## src/rtl/spi_mem_pkg.sv

```systemverilog
// Shared types and helpers for the SPI serial-memory master/slave pair.
package spi_mem_pkg;

   typedef enum logic [1:0] {
      IDLE  = 2'd0,
      SHIFT = 2'd1,
      HOLD  = 2'd2,
      GAP   = 2'd3
   } state_e;

   localparam logic RW_WRITE = 1'b1;
   localparam logic RW_READ  = 1'b0;

   // Bits per frame: one rw bit, then the address, then the data field.
   function automatic int frame_bits(input int addr_w, input int data_w);
      return 1 + addr_w + data_w;
   endfunction

endpackage

```

## src/rtl/spi_clk_gen.sv

```systemverilog
// Half-period divider for sclk; idles low and holds its count at zero when disabled.
module spi_clk_gen #(
   parameter int CLK_DIV = 2
) (
   input  logic clk,
   input  logic rst,
   input  logic en,
   output logic sclk,
   output logic rise_stb,
   output logic fall_stb
);

   localparam int CNT_W = $clog2(CLK_DIV + 1);

   logic [CNT_W-1:0] cnt_q, cnt_d;
   logic             sclk_q, sclk_d;
   logic             tick;

   // Count clk cycles in the half period; toggle sclk when the half period expires.
   always_comb begin
      cnt_d    = cnt_q;
      sclk_d   = sclk_q;
      tick     = en && (cnt_q == CNT_W'(CLK_DIV - 1));
      rise_stb = tick && !sclk_q;
      fall_stb = tick && sclk_q;
      if (!en) begin
         cnt_d  = '0;
         sclk_d = 1'b0;
      end else if (tick) begin
         cnt_d  = '0;
         sclk_d = !sclk_q;
      end else begin
         cnt_d  = cnt_q + CNT_W'(1);
      end
   end

   // Divider state register.
   always_ff @(posedge clk) begin
      if (rst) begin
         cnt_q  <= '0;
         sclk_q <= 1'b0;
      end else begin
         cnt_q  <= cnt_d;
         sclk_q <= sclk_d;
      end
   end

   assign sclk = sclk_q;

endmodule

```

## src/rtl/spi_master_mem.sv

```systemverilog
// SPI mode-0 master: serializes {rw, addr, wdata} MSB first and captures the read data field.
module spi_master_mem
   import spi_mem_pkg::*;
#(
   parameter int ADDR_W  = 8,
   parameter int DATA_W  = 8,
   parameter int CLK_DIV = 2,
   parameter int CS_GAP  = 4
) (
   input  logic              clk,
   input  logic              rst,
   input  logic              start,
   input  logic              rw,
   input  logic [ADDR_W-1:0] addr,
   input  logic [DATA_W-1:0] wdata,
   output logic              busy,
   output logic              done,
   output logic [DATA_W-1:0] rdata,
   output logic              cs,
   output logic              sclk,
   output logic              mosi,
   input  logic              miso
);

   localparam int FRAME    = frame_bits(ADDR_W, DATA_W);
   localparam int BIT_W    = $clog2(FRAME);
   localparam int WAIT_MAX = (CLK_DIV > CS_GAP) ? CLK_DIV : CS_GAP;
   localparam int WAIT_W   = $clog2(WAIT_MAX + 1);

   state_e            state_q, state_d;
   logic [FRAME-1:0]  sh_q, sh_d;
   logic [DATA_W-1:0] rx_q, rx_d;
   logic [DATA_W-1:0] rdata_q, rdata_d;
   logic [BIT_W-1:0]  bit_q, bit_d;
   logic [WAIT_W-1:0] wait_q, wait_d;
   logic              rw_q, rw_d;
   logic              cs_q, cs_d;
   logic              busy_q, busy_d;
   logic              done_q, done_d;
   logic              sclk_en, rise_stb, fall_stb;

   // sclk only runs while bits are being shifted, so it can never be high with cs released.
   assign sclk_en = (state_q == SHIFT);

   spi_clk_gen #(
      .CLK_DIV (CLK_DIV)
   ) u_clk_gen (
      .clk      (clk),
      .rst      (rst),
      .en       (sclk_en),
      .sclk     (sclk),
      .rise_stb (rise_stb),
      .fall_stb (fall_stb)
   );

   // Frame sequencing: load, shift on sclk edges, hold cs for a half period, then enforce the gap.
   always_comb begin
      state_d = state_q;
      sh_d    = sh_q;
      rx_d    = rx_q;
      rdata_d = rdata_q;
      bit_d   = bit_q;
      wait_d  = wait_q;
      rw_d    = rw_q;
      cs_d    = cs_q;
      busy_d  = busy_q;
      done_d  = 1'b0;
      case (state_q)
         IDLE: begin
            if (start) begin
               // mosi is the MSB of the shift register, so loading it also presents bit FRAME-1.
               sh_d    = {rw, addr, (rw == RW_WRITE) ? wdata : {DATA_W{1'b0}}};
               rw_d    = rw;
               cs_d    = 1'b0;
               busy_d  = 1'b1;
               bit_d   = '0;
               state_d = SHIFT;
            end
         end
         SHIFT: begin
            if (rise_stb) begin
               rx_d = DATA_W'({rx_q, miso});
            end
            if (fall_stb) begin
               if (bit_q == BIT_W'(FRAME - 1)) begin
                  sh_d    = '0;
                  wait_d  = '0;
                  state_d = HOLD;
               end else begin
                  sh_d  = sh_q << 1;
                  bit_d = bit_q + BIT_W'(1);
               end
            end
         end
         HOLD: begin
            if (wait_q == WAIT_W'(CLK_DIV - 1)) begin
               cs_d    = 1'b1;
               done_d  = 1'b1;
               wait_d  = '0;
               state_d = GAP;
               if (rw_q == RW_READ) begin
                  rdata_d = rx_q;
               end
            end else begin
               wait_d = wait_q + WAIT_W'(1);
            end
         end
         GAP: begin
            if (wait_q == WAIT_W'(CS_GAP - 1)) begin
               busy_d  = 1'b0;
               state_d = IDLE;
            end else begin
               wait_d = wait_q + WAIT_W'(1);
            end
         end
         default: begin
            state_d = IDLE;
         end
      endcase
   end

   // State and datapath registers; reset aborts any frame without a done pulse.
   always_ff @(posedge clk) begin
      if (rst) begin
         state_q <= IDLE;
         sh_q    <= '0;
         rx_q    <= '0;
         rdata_q <= '0;
         bit_q   <= '0;
         wait_q  <= '0;
         rw_q    <= 1'b0;
         cs_q    <= 1'b1;
         busy_q  <= 1'b0;
         done_q  <= 1'b0;
      end else begin
         state_q <= state_d;
         sh_q    <= sh_d;
         rx_q    <= rx_d;
         rdata_q <= rdata_d;
         bit_q   <= bit_d;
         wait_q  <= wait_d;
         rw_q    <= rw_d;
         cs_q    <= cs_d;
         busy_q  <= busy_d;
         done_q  <= done_d;
      end
   end

   assign mosi  = sh_q[FRAME-1];
   assign cs    = cs_q;
   assign busy  = busy_q;
   assign done  = done_q;
   assign rdata = rdata_q;

endmodule

```

## config.mk

```make
export PLATFORM = sky130hd
export DESIGN_NAME = spi_master_mem
export DESIGN_NICKNAME = d
export VERILOG_FILES = /design/src/rtl/spi_mem_pkg.sv /design/src/rtl/spi_clk_gen.sv /design/src/rtl/spi_master_mem.sv
export SDC_FILE = /design/constraint.sdc
export NUM_CORES = 1
export LEC_CHECK = 0
export CAP_MARGIN = 20
export CELL_PAD_IN_SITES_DETAIL_PLACEMENT = 2
export CELL_PAD_IN_SITES_GLOBAL_PLACEMENT = 2
export CORE_ASPECT_RATIO = 1.4
export CORE_MARGIN = 5
export CORE_UTILIZATION = 35
export DETAILED_ROUTE_END_ITERATION = 10
export MAX_ROUTING_LAYER = met4
export PLACE_DENSITY_LB_ADDON = 0.1
export RECOVER_POWER = 100
export REMOVE_ABC_BUFFERS = 1
export SLEW_MARGIN = 25
export SYNTH_ARGS = -nofsm -noshare
export SYNTH_HDL_FRONTEND = slang
export SYNTH_SLANG_ARGS = --single-unit
export TNS_END_PERCENT = 5
```

## constraint.sdc

```tcl
create_clock -name clk -period 4.7 [get_ports clk]
set_input_delay 1.175 -clock clk [delete_from_list [all_inputs] [get_ports clk]]
set_output_delay 1.175 -clock clk [all_outputs]
set_load 0.02 [all_outputs]
```

==> reports/results.tsv <==
metric	value	unit
PostCTS Resize Cnt	0	
RSZ-0062 raised after global routing	false	
antenna cells	0	
row count	34	
via count	1865	
Final Non-Filler Cells	338	
Worst EP arrival	3450	ps
measured slew at the worst slew-check pin	1370	ps
status	complete, no violations	
Hold Buf Count CTS	0	
power density over the cells	530	mW/mm²
total power	1420	µW
sequential fraction of design power	40.8	%
Post-Place Cells	331	
I/O pin count	34	
synth top area cells	dfxtp_1, mux2i_1, nor2_1, a221oi_1, ha_1	
syn_area_per_cell	9.22	µm²
Clk pin slew, worst setup/hold paths	90	ps
setup TNS	0	ps
Yosys reg bits	50	
Vias/cell	5.52	
max_slew headroom	8.79	%
Synth cell types	38	
Initial Util	35.6	%
final setup skew	10.7	ps
H-tree depth reported by CTS	2	
Die W	76.9	µm
Worst EP required	4830	ps
Fin. Hold Viols	0	
crit end category	register	
fin crit share	70.7	%
die height	104	µm
Iter 0 DRT Violations	92	
Lkg Pwr	0.00104	µW
Die Area	0.00797	mm²
Clock Tree Buf Depth	2	
critical path, cell by cell	dlygate4sd3_1, clkbuf_1, nor3_1	
Port Buf Inserts	33	
CP max FO	31	
Slew Limit Fails	0	
gr usage total	15.8	%
Post-Route Utilization	43.3	%
Clk pwr share	21.6	%
Seq/Total Area, Yosys	45.6	%
Setup crit start kind	input pin	
grt ovf	0	
worst skew pair latency	310	ps
Worst Path Buf+Inv	2	
Placer Congestion	0.746	
final setup fails	0	
final worst slack	1380	ps
layout overhead on the synthesized area	21.7	%
TritonRoute pass-1 iters	4	
mapped cell area	0.00219	mm²
DRC viols	0	
clock buffer count from CTS	5	
number of global-route vias before repair	2084	
hpwl dp	4100	µm
Sw Share	38.0	%
CTS tree	yes	
Syn Inst Count	238	
layout cell share with drive strength beyond 1	4.89	%
slowest CP cell	clkbuf_1	
first-pass GRT wire length	10200	µm
post-route ant nets	0	
nets@finish	297	
maxcap violations	0	
Clk Tree Root Cell	clkbuf_8	
slowest stage delay, CP	1060	ps
post-synth top area share	45.6	%
synth warn	0	
crit path kind	in -> reg	
CTS sink count	50	
Core ar.	0.00617	mm²
Psw	538	µW
dpl ws	1500	ps
final WL	5740	µm
dominant cell type by area after synthesis	dfxtp_1	
maximum vdd drop	0.166	mV
postcts setup bufs	0	
Pint	877	µW
Hold Path Class	reg -> reg	
drt wl/cell	17.0	µm
Final min period	3320	ps
combinational share of power	37.6	%
initial antenna violation count	0	
fmax	301	MHz
CP top delay family	buffers and inverters	
largest net degree at the start of global routing	32	
path summary, 6_finish.rpt:
path                      startpoint                 end  slack, ps  cells past startpoint
setup / recovery                 rst             sh_q[7]       1380                      3
hold / removal    u_clk_gen.cnt_q[0]  u_clk_gen.cnt_q[0]        420                      1
setup reg to reg          state_q[1]            sh_q[15]       2340                      6
hold reg to reg   u_clk_gen.cnt_q[0]  u_clk_gen.cnt_q[0]        420                      1
flip-flops by register name (all words and copies together) (netlist names):
name and cells:
sh_q 17, wait_q 3, rw_q 1, rdata 8
u_clk_gen.sclk 1, done 1, busy 1, cs 1
u_clk_gen.cnt_q 2, bit_q 5, state_q 2, rx_q 8
synth_stat cells, drive strengths merged:
cell type / number
dfxtp: 50
nor2: 42
nor3: 19
mux2i: 17
a221oi: 15
ha: 10
inv: 9
a21oi: 8
nand2: 8
buf: 7
clkbuf: 7
nand3: 7
a211oi: 4
or3: 4
and2: 3
nand2b: 3
nand3b: 3
o31ai: 3
a41oi: 2
nor2b: 2
o21ai: 2
o21bai: 2
a2111oi: 1
a21boi: 1
a21o: 1
a311oi: 1
a31oi: 1
nand4bb: 1
nor4b: 1
o211ai: 1
or3b: 1
or4: 1
xnor2: 1
power groups by stage:
stage	clock network (µW)	logic, µW	registers, µW
after floorplan	0	371	581
after global placement	0	537	582
after detailed placement	0	554	587
after CTS	314	558	578
after global routing	339	612	588
final	306	532	577
layout make-up:
cell class	instances	area [µm²]
Fill cell	702	3500
Sequential cell	50	1000
Multi-Input combinational cell	165	1090
Timing Repair Buffer	35	342
Tap cell	72	90.1
Clock inverter	2	38.8
Clock buffer	5	68.8
Inverter	9	33.8
layout by cell type (no fill, tap or decap), types with 3 or more instances in the layout:
cell / n
dfxtp_1: 50
nor2_1: 41
nor3_1: 18
clkdlybuf4s50_1: 18
mux2i_1: 17
a221oi_1: 15
dlygate4sd3_1: 15
ha_1: 10
inv_1: 9
nand2_1: 8
a21oi_1: 8
nand3_1: 7
clkbuf_8: 5
or3_1: 4
a211oi_1: 4
nand2b_1: 3
nand3b_1: 3
o31ai_1: 3
worst register-to-register path, cell delays in order (launching register included):
cell,delay (ps)
dfxtp_1,410
inv_1,90
ha_1,300
a21boi_1,230
or3_1,710
a221oi_1,380
nor3_1,90
through the flow:
| step | hold WS, ps | instance area, µm² |
|---|---|---|
| final | 421 | 2670 |
| after global routing | 451 | 2670 |
| after CTS | 431 | 2680 |
| after detailed placement | 415 | 2570 |
| after global placement | 411 | 2570 |
| after floorplan | 397 | 2130 |
logic make-up after synthesis:
kind of cell	share of synthesized area (%)
AO/OA/AOI/OAI	14.3
XOR/XNOR	0.399
adder cells (fa/ha/maj)	5.70
buffers and inverters	4.28
flip-flops	45.6
multiplexers	7.76
AND/OR/NAND/NOR	22.0
metal layers:
metal / track usage (%) / part of all wire [%] / vias to the layer above
met5: - / 0 / -
met4: 4.13 / 1.1 / 0
met3: 3.73 / 3.3 / 6
met2: 27.8 / 53 / 29
met1: 17.6 / 43 / 925
li1: - / - / 905
Power figures use the tool's default switching activity.
